--- src/rtl/arb_pkg.sv ---
// Shared definitions for the weighted round-robin arbiter.
// Latency: n/a (types and constants only).
// Backpressure: n/a.
//
// Contents: arbiter FSM state enum and default parameter values.
package arb_pkg;

  typedef enum logic {
    IDLE = 1'b0,  // no owner
    BUSY = 1'b1   // exactly one owner holds the grant
  } arb_state_e;

  localparam int NUM_REQ_DEF  = 4;
  localparam int WEIGHT_W_DEF = 4;

endpackage

--- src/rtl/fixed_prio_arb.sv ---
// Fixed-priority select: the lowest-index asserted request wins.
// Latency: purely combinational.
// Backpressure: none; output follows the request vector directly.
//
// Ports:
//   req_i  [N]  request vector
//   gnt_o  [N]  one-hot (or zero) select of the lowest set bit of req_i
module fixed_prio_arb #(
  parameter int N = 4
) (
  input  logic [N-1:0] req_i,
  output logic [N-1:0] gnt_o
);

  // Two's-complement trick: x & -x isolates the lowest set bit.
  assign gnt_o = req_i & (~req_i + {{(N-1){1'b0}}, 1'b1});

endmodule

--- src/rtl/wrr_arbiter.sv ---
// Weighted round-robin arbiter: an owner holds the grant for up to
// weight transactions. Latency: grant registered 1 cycle after request.
// Backpressure: ready_i=0 stalls beat counting; owner keeps grant.
//
// Ports:
//   clk, reset     rising-edge clock, async active-low reset
//   req_i          per-requester request level
//   last_i         per-requester final-beat marker (owner's bit only used)
//   weight_i       packed per-requester weights, field k at [k*WEIGHT_W +: WEIGHT_W]
//   ready_i        downstream accepts the owner's beat this cycle
//   gnt_o          registered one-hot grant (or zero)
//   gnt_valid_o    registered |gnt_o
//   gnt_id_o       registered binary owner index, 0 when no grant
module wrr_arbiter
  import arb_pkg::*;
#(
  parameter  int NUM_REQ  = NUM_REQ_DEF,
  parameter  int WEIGHT_W = WEIGHT_W_DEF,
  localparam int ID_W     = $clog2(NUM_REQ)
) (
  input  logic                         clk,
  input  logic                         reset,
  input  logic [NUM_REQ-1:0]           req_i,
  input  logic [NUM_REQ-1:0]           last_i,
  input  logic [NUM_REQ*WEIGHT_W-1:0]  weight_i,
  input  logic                         ready_i,
  output logic [NUM_REQ-1:0]           gnt_o,
  output logic                         gnt_valid_o,
  output logic [ID_W-1:0]              gnt_id_o
);

  arb_state_e           state_q, state_d;
  logic [NUM_REQ-1:0]   gnt_q, gnt_d;
  logic                 vld_q, vld_d;
  logic [ID_W-1:0]      id_q, id_d;
  logic [ID_W-1:0]      ptr_q, ptr_d;
  logic [WEIGHT_W-1:0]  credit_q, credit_d;

  // ---------------------------------------------------------------------
  // Tenure bookkeeping for the current owner
  // ---------------------------------------------------------------------
  logic busy;
  logic owner_req;
  logic done;
  logic release_c;

  assign busy      = (state_q == BUSY);
  assign owner_req = req_i[id_q];
  assign done      = busy && ready_i && last_i[id_q];
  // Release on the last allowed completion, on a completion after the owner
  // has dropped its request, or on an abort (request gone, no beat).
  assign release_c = busy && ((done && ((credit_q == WEIGHT_W'(1)) || !owner_req))
                           || (!owner_req && !ready_i));

  // ---------------------------------------------------------------------
  // Round-robin winner selection
  // ---------------------------------------------------------------------
  // On release the pointer used is the releasing owner's index and the owner
  // is removed from the candidates, so handover happens in the same cycle.
  logic [ID_W-1:0]     arb_ptr;
  logic [NUM_REQ-1:0]  arb_req;
  logic [NUM_REQ-1:0]  above_mask;
  logic [NUM_REQ-1:0]  masked_req;
  logic [NUM_REQ-1:0]  masked_gnt;
  logic [NUM_REQ-1:0]  raw_gnt;
  logic [NUM_REQ-1:0]  win_onehot;
  logic [ID_W-1:0]     win_id;
  logic [WEIGHT_W-1:0] win_weight;
  logic [WEIGHT_W-1:0] win_credit;

  always_comb begin
    arb_ptr = ptr_q;
    arb_req = req_i;
    if (release_c) begin
      arb_ptr = id_q;
      arb_req = req_i & ~gnt_q;
    end
  end

  always_comb begin
    above_mask = '0;
    for (int i = 0; i < NUM_REQ; i++) begin
      above_mask[i] = (i > int'(arb_ptr));
    end
  end

  assign masked_req = arb_req & above_mask;

  fixed_prio_arb #(.N(NUM_REQ)) u_prio_masked (
    .req_i (masked_req),
    .gnt_o (masked_gnt)
  );

  fixed_prio_arb #(.N(NUM_REQ)) u_prio_raw (
    .req_i (arb_req),
    .gnt_o (raw_gnt)
  );

  // Nothing above the pointer: wrap around to the lowest requester.
  assign win_onehot = (|masked_gnt) ? masked_gnt : raw_gnt;

  always_comb begin
    win_id     = '0;
    win_weight = '0;
    for (int i = 0; i < NUM_REQ; i++) begin
      if (win_onehot[i]) begin
        win_id     = ID_W'(i);
        win_weight = weight_i[i*WEIGHT_W +: WEIGHT_W];
      end
    end
  end

  // A zero weight still grants one transaction.
  assign win_credit = (win_weight == '0) ? WEIGHT_W'(1) : win_weight;

  // ---------------------------------------------------------------------
  // Next-state logic
  // ---------------------------------------------------------------------
  always_comb begin
    state_d  = state_q;
    gnt_d    = gnt_q;
    vld_d    = vld_q;
    id_d     = id_q;
    ptr_d    = ptr_q;
    credit_d = credit_q;

    case (state_q)
      IDLE: begin
        if (|req_i) begin
          state_d  = BUSY;
          gnt_d    = win_onehot;
          vld_d    = 1'b1;
          id_d     = win_id;
          credit_d = win_credit;
        end
      end

      BUSY: begin
        if (done && (credit_q != '0)) begin
          credit_d = credit_q - WEIGHT_W'(1);
        end
        if (release_c) begin
          ptr_d = id_q;
          if (|arb_req) begin
            gnt_d    = win_onehot;
            vld_d    = 1'b1;
            id_d     = win_id;
            credit_d = win_credit;
          end else begin
            state_d  = IDLE;
            gnt_d    = '0;
            vld_d    = 1'b0;
            id_d     = '0;
            credit_d = '0;
          end
        end
      end

      default: begin
        state_d = IDLE;
      end
    endcase
  end

  // ---------------------------------------------------------------------
  // State registers
  // ---------------------------------------------------------------------
  // Pointer resets to the top index so requester 0 is first in line.
  always_ff @(posedge clk or negedge reset) begin
    if (!reset) begin
      state_q  <= IDLE;
      gnt_q    <= '0;
      vld_q    <= 1'b0;
      id_q     <= '0;
      ptr_q    <= ID_W'(NUM_REQ - 1);
      credit_q <= '0;
    end else begin
      state_q  <= state_d;
      gnt_q    <= gnt_d;
      vld_q    <= vld_d;
      id_q     <= id_d;
      ptr_q    <= ptr_d;
      credit_q <= credit_d;
    end
  end

  assign gnt_o       = gnt_q;
  assign gnt_valid_o = vld_q;
  assign gnt_id_o    = id_q;

endmodule

--- config.mk ---
export PLATFORM = sky130hd
export DESIGN_NAME = wrr_arbiter
export DESIGN_NICKNAME = d
export VERILOG_FILES = /design/src/rtl/arb_pkg.sv /design/src/rtl/fixed_prio_arb.sv /design/src/rtl/wrr_arbiter.sv
export SDC_FILE = /design/constraint.sdc
export NUM_CORES = 1
export LEC_CHECK = 0
export BUFFER_PORTS_ARGS = -buffer_cell sky130_fd_sc_hd__buf_2
export CORE_ASPECT_RATIO = 1.75
export CORE_MARGIN = 3
export CORE_UTILIZATION = 40
export CTS_CLUSTER_SIZE = 14
export DETAILED_ROUTE_END_ITERATION = 8
export GPL_TIMING_DRIVEN = 0
export PLACE_DENSITY = 0.63
export SYNTH_ARGS = -nofsm -noshare
export SYNTH_HDL_FRONTEND = slang
export SYNTH_SLANG_ARGS = --single-unit
--- constraint.sdc ---
create_clock -name clk -period 4.24 [get_ports clk]
set_input_delay 0.212 -clock clk [delete_from_list [all_inputs] [get_ports clk]]
set_output_delay 0.212 -clock clk [all_outputs]
set_load 0.02 [all_outputs]
==> results of run 1 <==
sequential cells by signal (all words and copies together) (netlist names):
register and count:
ptr_q 2, busy 1, gnt_o 4, credit_q 4, gnt_valid_o 1, gnt_id_o 2
per-stage QoR:
step                      hold slack (ns)  power [W]  utilization [%]
final                               0.350    0.00127             51.5
after CTS                           0.360    0.00127             51.5
after global routing                0.372    0.00137             51.5
after floorplan                   -0.0836   0.000915                -
after global placement              0.123    0.00111             49.4
after detailed placement            0.125    0.00113             49.4
critical path, delay by kind of cell (launching register included):
| kind | cells | cell delay [ns] |
|---|---|---|
| AO/OA/AOI/OAI | 6 | 1.66 |
| buffers and inverters | 1 | 0.09 |
| AND/OR/NAND/NOR | 2 | 0.73 |
| adder cells (fa/ha/maj) | 1 | 0.14 |
| flip-flops | 1 | 0.40 |
power by group:
group	switching [W]	leakage [nW]	internal [W]	total (W)
logic	0.000518	0.505	0.000357	0.000875
registers	0.0000604	0.166	0.000200	0.000260
clock network	0.0000497	0.0288	0.0000822	0.000132
total	0.000628	0.700	0.000639	0.00127
synth_stat cells (3+ instances only):
| master | count |
|---|---|
| nor2b_1 | 3 |
| buf_4 | 3 |
| a22o_1 | 3 |
| dfrtp_1 | 12 |
| a21oi_1 | 5 |
| mux2i_1 | 5 |
| a22oi_1 | 3 |
| o21ai_0 | 7 |
| nor2_1 | 11 |
| inv_1 | 7 |
| a31o_2 | 3 |
| nand3_1 | 6 |
| o22ai_1 | 3 |
| nand2_1 | 16 |
| nor3_1 | 4 |
| o21a_1 | 3 |
what timing repair did:
action | in CTS | in global routing
setup buffers | 0 | 0
hold endpoints to repair | 12 | 0
hold buffers | 1 | 0
layer usage:
layer / part of all wire (%) / vias up / global-route usage [%]
met5: 0 / - / 0
met4: 4.3 / 0 / 9.82
met3: 4.7 / 14 / 2.50
met2: 52 / 56 / 35.8
met1: 39 / 709 / 22.6
li1: - / 698 / -
worst max-delay path by stage:
stage                              to  depth (start not counted)  slack [ns]
after floorplan           credit_q[2]                          9        1.46
after global placement    credit_q[0]                         10        1.19
after detailed placement  credit_q[0]                         10        1.11
after CTS                 credit_q[0]                         10        1.10
after global routing      credit_q[0]                         10        0.93
final                     credit_q[0]                         10        1.09
layout by cell type, fill, tap and decap left out, drive strengths merged, types with 4 or more instances in the layout:
cell type	synthesis	final
clkbuf	1	5
o21ai	9	9
a21oi	6	6
buf	5	37
mux2i	5	5
nand2	16	16
nor2	11	11
nor3	4	4
inv	7	7
dfrtp	12	12
nand3	6	6
cells by family after synthesis:
logic type               Yosys count  synth area share [%]
AO/OA/AOI/OAI                     68                  41.2
AND/OR/NAND/NOR                   53                  19.3
flip-flops                        14                  25.7
buffers and inverters             13                  5.01
multiplexers                       8                  6.93
adder cells (fa/ha/maj)            2                  1.82
area by class of cell:
class,instances,area share (%)
multi-input combinational,131,57.6
sequential,14,21.4
timing repair buffer,33,10.3
clock buffer,4,3.33
tap,43,3.26
buffer,6,2.58
inverter,7,1.59
==> impl_metrics.tcl, run 1 <==
set metrics [dict create \
    avgSynthCellArea_um2 8.69 \
    clk_pin_slew_ns 0.06 \
    dp.cells 233 \
    power_density_nw_per_um2 767 \
    fp.dieH_um 83.5 \
    endpoint_kind "flip-flop" \
    slew_viol_final 0 \
    drive_above_1_share_pct 31.3 \
    drt_first_pass_iters 4 \
    hold_violations 0 \
    synth_edf_count 0 \
    cp_max_fo 9 \
    slowest_stage "or3b_2" \
    die_w_um 50.3 \
    initial_core_util_pct 42.8 \
    rsz0062_at_grt "false" \
    grt_antenna_before_repair 0 \
    ff_latch_area_um2 353 \
    yosysTopAreaCell "dfrtp_1" \
    cts_tree "done" \
    grt_pass1_wl_mm 6.78 \
    drc_errors 0 \
    reg2reg_from "credit_q[1]" \
    grt_pass1_vias 1490 \
    dieArea_um2 4200 \
    synth_fp_nets 187 \
    cts_max_level 1 \
    yosysTopAreaCellShare_pct 21.9 \
    syn_to_final_growth_pct 20.3 \
    ys_warn_count 0 \
    r2r_slack_ns 1.09 \
    path_cells "inv_1 -> ha_1 -> or3b_2 -> and2_4 -> a21oi_4 -> o21ai_0 -> o31a_1 -> a221o_1 -> o211ai_1 -> o311ai_1" \
    cts-resized-gates 0 \
    cts_buffers 3 \
    ios 34 \
    hold_path.class "input pin to flip-flop" \
    grt_remaining_overflow 0 \
    synthTopCellsByArea "dfrtp_1 (22%), nand2_1 (4.4%), dfstp_2 (3.8%)" \
    clock_latency_ns 0.24 \
    fin_crit_sh_pct 74.4 \
    port_buffers 32 \
    final_cells 238 \
    gp_congestion 0.973 \
    rows 27 \
    crit_required_ns 4.35 \
    cp-startpoint "credit_q[1]" \
    dpl.hpwl_mm 3.31 \
    routed_wl_mm 4.12 \
    syn_area_um2 1370 \
    antenna_left 0 \
    final_design_area_no_fill_um2 1650 \
    viasPerCell 6.21 \
    syn_inst 158 \
    place_ws_ns 1.11 \
    cts.sinks 14 \
    cap_violations 0 \
    insertedDiodeCount 0 \
    crit_type "flip-flop to flip-flop" \
    cp_data_arrival_time_ns 3.27 \
    clock-root-buffer "clkbuf_8" \
    finalCriticalPeriod_ns 3.15 \
    synth_seq_area_share_pct 25.7 \
    outcome "completed" \
    async_flop_share_pct 100 \
    slew_headroom_pct 40.2 \
    holdPathEnd "credit_q[0]" \
    clock.fmax_mhz 317 \
    setup_slack_ns 1.09 \
    synth_ff_type "dfrtp_1" \
    worst_slew_pin_slew_ns 0.895 \
    fillCellCount 317 \
    min_from "weight_i[14]" \
    core_um2 3210 \
    place_area_um2 1590 \
    drtIter0Drc 64 \
    regToRegEndpoint "credit_q[0]" \
    p_leak_nw 0.700 \
    irDropWorstVdd_uv 409 \
    clock_path_buffers 2 \
    synth.distinct_cells 67 \
    finalSetupViolCount 0 \
    wl_per_cell_um 17.3 \
    min_path_cells 3 \
    tns_ns 0 \
    final_nets 225 \
    startpoint_type "flip-flop" \
    multi_input_area_um2 951 \
    synth_seq_cells 14 \
    grt_max_degree 15 \
    reg2regPathDepth 10 \
    skew_ns 0.00159 \
    grtUsageTotal_pct 20.1 \
    slowest_delay_ns 0.52 \
    num_vias 1477 \
]
Power figures use the tool's default switching activity.
==> run 2, diff against run 1 <==
--- a/config.mk
+++ b/config.mk
@@ -5,6 +5,7 @@
 export SDC_FILE = /design/constraint.sdc
 export NUM_CORES = 1
 export LEC_CHECK = 0
+export ABC_AREA = 1
 export BUFFER_PORTS_ARGS = -buffer_cell sky130_fd_sc_hd__buf_2
 export CORE_ASPECT_RATIO = 1.75
 export CORE_MARGIN = 3
@@ -12,7 +13,7 @@
 export CTS_CLUSTER_SIZE = 14
 export DETAILED_ROUTE_END_ITERATION = 8
 export GPL_TIMING_DRIVEN = 0
-export PLACE_DENSITY = 0.63
+export PLACE_DENSITY = 0.66
 export SYNTH_ARGS = -nofsm -noshare
 export SYNTH_HDL_FRONTEND = slang
 export SYNTH_SLANG_ARGS = --single-unit
==> constraint.sdc (replaced) <==
create_clock -name clk -period 2.9 [get_ports clk]
set_input_delay 0.145 -clock clk [delete_from_list [all_inputs] [get_ports clk]]
set_output_delay 0.145 -clock clk [all_outputs]
set_load 0.02 [all_outputs]
==> impl_metrics.tcl, run 2 <==
set metrics [dict create \
    p_int_w 0.000808 \
    drc_errors 0 \
    synthAdderAreaFrac_pct 2.04 \
    startpoint_type "flip-flop" \
    power_density_nw_per_um2 1160 \
    fin_crit_sh_pct 88.1 \
    yosysTopAreaCell "dfrtp_1" \
    crit_type "flip-flop to flip-flop" \
    setup_slack_ns 0.346 \
    yosysTopAreaCellShare_pct 24.5 \
    path_cells "inv_2 -> nand2_1 -> nand3_2 -> nand3_2 -> nand3_4 -> nand2_1 -> nand2_1 -> inv_1 -> nand2_1 -> nor3_1 -> o21ai_0 -> o21ai_0 -> a22oi_1" \
    synth_fp_nets 204 \
    outcome "completed" \
    routed_wl_mm 2.97 \
    cp_data_arrival_time_ns 2.73 \
    core_um2 2930 \
    grt_pass1_wl_mm 4.89 \
    fin_util_pct 50.6 \
    syn_to_final_growth_pct 20.8 \
    skew_ns 0.00425 \
    ys_warn_count 0 \
    port_buffers 33 \
    grt_remaining_overflow 0 \
    holdBufCountCts 1 \
    slew_headroom_pct 60.3 \
    drt_first_pass_iters 4 \
    clock_latency_ns 0.25 \
    dr.max_layer_used "met4" \
    reg2regPathDepth 13 \
    async_flop_share_pct 100 \
    dpl.hpwl_mm 2.47 \
    rsz0062_at_grt "false" \
    synth_seq_area_share_pct 28.8 \
    grt_antenna_before_repair 0 \
    wl_per_cell_um 12.3 \
    syn_inst 175 \
    clock_path_buffers 2 \
    p_switching_w 0.000913 \
    cts.sinks 14 \
    num_vias 1243 \
    endpoint_kind "flip-flop" \
    synth.distinct_cells 29 \
    grt_max_degree 15 \
    gp_congestion 0.883 \
    ios 34 \
    final_common_cell "nand2_1" \
    worst_slew_pin_slew_ns 0.589 \
    yosys-top-cells-count "nand2_1 (51), inv_1 (26), nor2_1 (17)" \
    cts-resized-gates 0 \
    cts_buffers 3 \
    syn_area_um2 1230 \
    synth.most_common_cell "nand2_1" \
    antenna_left 0 \
    place_ws_ns 0.330 \
    drive_above_1_share_pct 31.0 \
    synth_edf_count 0 \
    grt_pass1_vias 1167 \
    synth_xor_area_share_pct 1.43 \
    irDropWorstVdd_uv 501 \
    synth_top_family_by_area "simple AND/OR/NAND/NOR gates" \
    clk_pin_slew_ns 0.06 \
    slowest_delay_ns 0.49 \
    dieArea_um2 3790 \
    grtUsageTotal_pct 17.7 \
    final_nets 243 \
    whs_ns 0.305 \
    synth_compound_area_share_pct 13.1 \
    slew_viol_final 0 \
    clkPwrFrac_pct 9.9 \
    avgSynthCellArea_um2 7.01 \
    rows 26 \
    cp_common_cell "nand2_1" \
    clock.fmax_mhz 392 \
    final_cell_mix "nand2_1 (51), buf_2 (33), inv_1 (26), nor2_1 (17), dfrtp_1 (12)" \
    wl_met2_mm 1.58 \
    synth_seq_cells 14 \
    p_leak_nw 0.819 \
    hold_violations 0 \
    pwr-share-comb_pct 69.0 \
    slowest_stage "o21ai_0" \
    cts_max_level 1 \
    fillCellCount 312 \
    cp_max_fo 9 \
    synth.mux.area_fraction_pct 0 \
    post_cts.repair.setup_buffers 0 \
    place_area_um2 1430 \
    cap_violations 0 \
    drt-met1-wl_mm 1.17 \
    synth_ff_type "dfrtp_1" \
    final_design_area_no_fill_um2 1480 \
    finalCriticalPeriod_ns 2.55 \
    drtIter0Drc 13 \
    min_path_cells 4 \
    die_w_um 47.9 \
    wl_met3_um 139 \
    netSwitchingFraction_pct 53.1 \
    initial_core_util_pct 41.9 \
    insertedDiodeCount 0 \
    tns_ns 0 \
    cts_tree "done" \
    hold_path.class "input pin to flip-flop" \
    crit_required_ns 3.07 \
    synth_simple_gate_area_share_pct 45.5 \
    power_frac_seq_pct 21.1 \
    synthTopCellsByArea "dfrtp_1 (24%), nand2_1 (16%), inv_1 (8.0%)" \
    viasPerCell 5.16 \
    finalSetupViolCount 0 \
    clock-root-buffer "clkbuf_8" \
    fp.dieH_um 79.2 \
]
## run 2: cell types whose count changed after synthesis, sizes merged, moves of 5 or more
cell,delta
nand2,+43
inv,+20
nand3,+12
nand4,+9
nor2,+8
mux2i,-5
o21ai,-5
## run 2: cell type report
cell class | instances | area [um2] | area share (%)
timing repair buffer | 34 | 175 | 11.8
multi-input combinational | 133 | 761 | 51.4
tap | 28 | 35.0 | 2.36
inverter | 27 | 101 | 6.84
clock buffer | 4 | 45.0 | 3.04
buffer | 1 | 11.3 | 0.760
sequential | 14 | 353 | 23.8
## run 2: logic make-up after synthesis
kind of cell,Yosys count
fa+ha+maj,2
compound gates,21
xor+xnor,2
buf+inv,28
simple gates,108
flops,14
## run 2: stage by stage
stage | std cells | total power [W]
finish | 241 | 0.00172
detailed placement | 236 | 0.00156
global route | 241 | 0.00190
floorplan | 175 | 0.00130
global placement | 236 | 0.00156
CTS | 241 | 0.00173
## run 2: worst paths after layout
| path | start | to | slack [ns] |
|---|---|---|---|
| worst min-delay path | req_i[3] | gnt_valid_o | 0.30 |
| max in group asynchronous | reset | ptr_q[0] | 2.28 |
| min in group asynchronous | reset | gnt_o[3] | 0.33 |
| worst max register to register | gnt_id_o[0] | credit_q[1] | 0.35 |
| worst max-delay path | gnt_id_o[0] | credit_q[1] | 0.35 |
| worst min register to register | ptr_q[1] | ptr_q[1] | 0.48 |
## run 2: critical path, delay by kind of cell (launching register included)
kind | cells | cell delay, ns
DFF | 1 | 0.45
buffers and inverters | 2 | 0.23
and+or+nand+nor | 8 | 0.89
AOI/OAI and AO/OA | 3 | 0.91
## run 2: power groups by stage
stage / Sequential, W / Combinational (W) / Clock (W)
after floorplan: 0.000405 / 0.000892 / 0
after global placement: 0.000367 / 0.00119 / 0
after detailed placement: 0.000365 / 0.00120 / 0
after CTS: 0.000363 / 0.00120 / 0.000170
after global routing: 0.000372 / 0.00135 / 0.000178
final: 0.000363 / 0.00119 / 0.000171
## run 2: routing by layer
metal,GRT usage [%],vias up
met1,18.5,547
met3,2.95,9
met4,7.28,0
li1,-,648
met2,32.0,39
met5,0,-
==> run 3, diff against run 2 <==
--- a/config.mk
+++ b/config.mk
@@ -8,7 +8,6 @@
 export ABC_AREA = 1
 export BUFFER_PORTS_ARGS = -buffer_cell sky130_fd_sc_hd__buf_2
 export CORE_ASPECT_RATIO = 1.75
-export CORE_MARGIN = 3
 export CORE_UTILIZATION = 40
 export CTS_CLUSTER_SIZE = 14
 export DETAILED_ROUTE_END_ITERATION = 8
==> impl_metrics.tcl, run 3 (synthesis results as in run 2) <==
set metrics [dict create \
    regToRegEndpoint "credit_q[2]" \
    cp_max_fo 9 \
    num_vias 1247 \
    place_ws_ns 0.317 \
    worst_slew_pin_slew_ns 0.543 \
    cp_data_arrival_time_ns 2.73 \
    clock_latency_ns 0.24 \
    drtIter0Drc 26 \
    syn_to_final_growth_pct 21.6 \
    outcome "finished with violations" \
    min_path_cells 4 \
    fp.dieH_um 75.2 \
    grt_pass1_vias 1186 \
    post_cts.repair.setup_buffers 0 \
    initial_core_util_pct 41.9 \
    grtUsageTotal_pct 21.0 \
    startpoint_type "flip-flop" \
    gr-usage-met3_pct 3.84 \
    setup_slack_ns 0.329 \
    dpl.hpwl_mm 2.45 \
    p_leak_nw 0.825 \
    final_cell_mix "nand2_1 (51), buf_2 (33), inv_1 (26), nor2_1 (17), dfrtp_1 (12)" \
    drc_errors 4 \
    p_total_w 0.00175 \
    dp.cells 236 \
    multi_input_area_um2 761 \
    hold_violations 0 \
    slew_viol_final 0 \
    final_nets 243 \
    min_from "req_i[3]" \
    grt.busiest_layer "met2" \
    grt_remaining_overflow 0 \
    final_cells 241 \
    antenna_left 0 \
    fillCellCount 324 \
    crit_required_ns 3.06 \
    tns_ns 0 \
    hold_path.class "input pin to flip-flop" \
    cts.sinks 14 \
    wl_per_cell_um 12.6 \
    fin_crit_sh_pct 88.7 \
    irDropWorstVdd_uv 447 \
    core_um2 2930 \
    power_density_nw_per_um2 1170 \
    clock.fmax_mhz 389 \
    viasPerCell 5.17 \
    grt_max_degree 15 \
    grt_pass1_wl_mm 5.10 \
    drive_above_1_share_pct 31.5 \
    ios 34 \
    holdPathEnd "gnt_valid_o" \
    skew_ns 0.00234 \
    r2r_slack_ns 0.33 \
    slew_headroom_pct 63.4 \
    routed_wl_mm 3.03 \
    rows 26 \
    dieArea_um2 3300 \
    use_met1_pct 22.1 \
    reg2reg_from "gnt_id_o[0]" \
    clock_path_buffers 2 \
    endpoint_kind "flip-flop" \
    violations "DRC" \
    clock-root-buffer "clkbuf_8" \
    cap_violations 0 \
    whs_ns 0.324 \
    cts_max_level 1 \
    gp_congestion 0.842 \
    insertedDiodeCount 0 \
    cts_tree "done" \
    die_w_um 43.9 \
    grt_antenna_before_repair 0 \
    cts_buffers 3 \
    drt_first_pass_iters 6 \
    finalCriticalPeriod_ns 2.57 \
    reg2regPathDepth 13 \
    port_buffers 33 \
    final_common_cell "nand2_1" \
    clk_pin_slew_ns 0.06 \
    crit_type "flip-flop to flip-flop" \
    met2_usage_pct 40.0 \
    finalSetupViolCount 0 \
    rsz0062_at_grt "false" \
    ff_latch_area_um2 353 \
]
-- run 3: changes by cell type in the layout (fill, tap and decap cells not counted) --
cell      change
clkbuf_8      +1
clkbuf_1      -1
-- run 3: stage by stage --
stage          util (%)  cell area [um2]
6_report           50.9             1490
5_1_grt            50.9             1490
4_1_cts            50.9             1490
3_5_place_dp       48.7             1430
3_3_place_gp       48.7             1430
2_1_floorplan         -             1230
-- run 3: critical path: stages (launching register included) --
cell and delay, ns:
dfrtp_1 0.45, inv_2 0.14, nand2_1 0.07, nand3_2 0.09, nand3_2 0.21, nand3_4 0.22, nand2_1 0.07, nand2_1 0.09
inv_1 0.09, nand2_1 0.11, nor3_1 0.07, o21ai_0 0.45, o21ai_0 0.23, a22oi_1 0.19
-- run 3: layer usage --
layer  part of all wire, %  wire length [um]
met5                     0                 0
met3                   3.5               105
met1                    40              1210
met4                   1.7                53
met2                    55              1660
-- run 3: worst max-delay path by stage --
stage / startpoint / to / slack, ns / cells past startpoint
finish: gnt_id_o[0] / credit_q[2] / 0.33 / 13
global placement: gnt_id_o[0] / credit_q[2] / 0.33 / 13
global route: gnt_id_o[0] / credit_q[2] / 0.04 / 13
CTS: gnt_id_o[0] / credit_q[2] / 0.30 / 13
floorplan: gnt_id_o[0] / credit_q[0] / 0.69 / 17
detailed placement: gnt_id_o[0] / credit_q[2] / 0.32 / 13
-- run 3: what timing repair did --
action	CTS	global route
endpoints found under the hold margin	12	0
gates resized for setup	0	0
hold buffers	1	0
-- run 3: where the power goes --
part / switching, W / leakage [nW] / internal [W]
Sequential: 0.0000679 / 0.163 / 0.000296
Combinational: 0.000782 / 0.633 / 0.000414
Clock: 0.0000705 / 0.0288 / 0.000120
-- run 3: final cells by class --
cell class	instances	area share, %
flip-flops and latches	14	23.7
repair buffers	34	11.7
well taps	28	2.35
plain buffers	1	0.755
clock buffers	4	3.69
inverters	27	6.80
multi-input cells	133	51.0
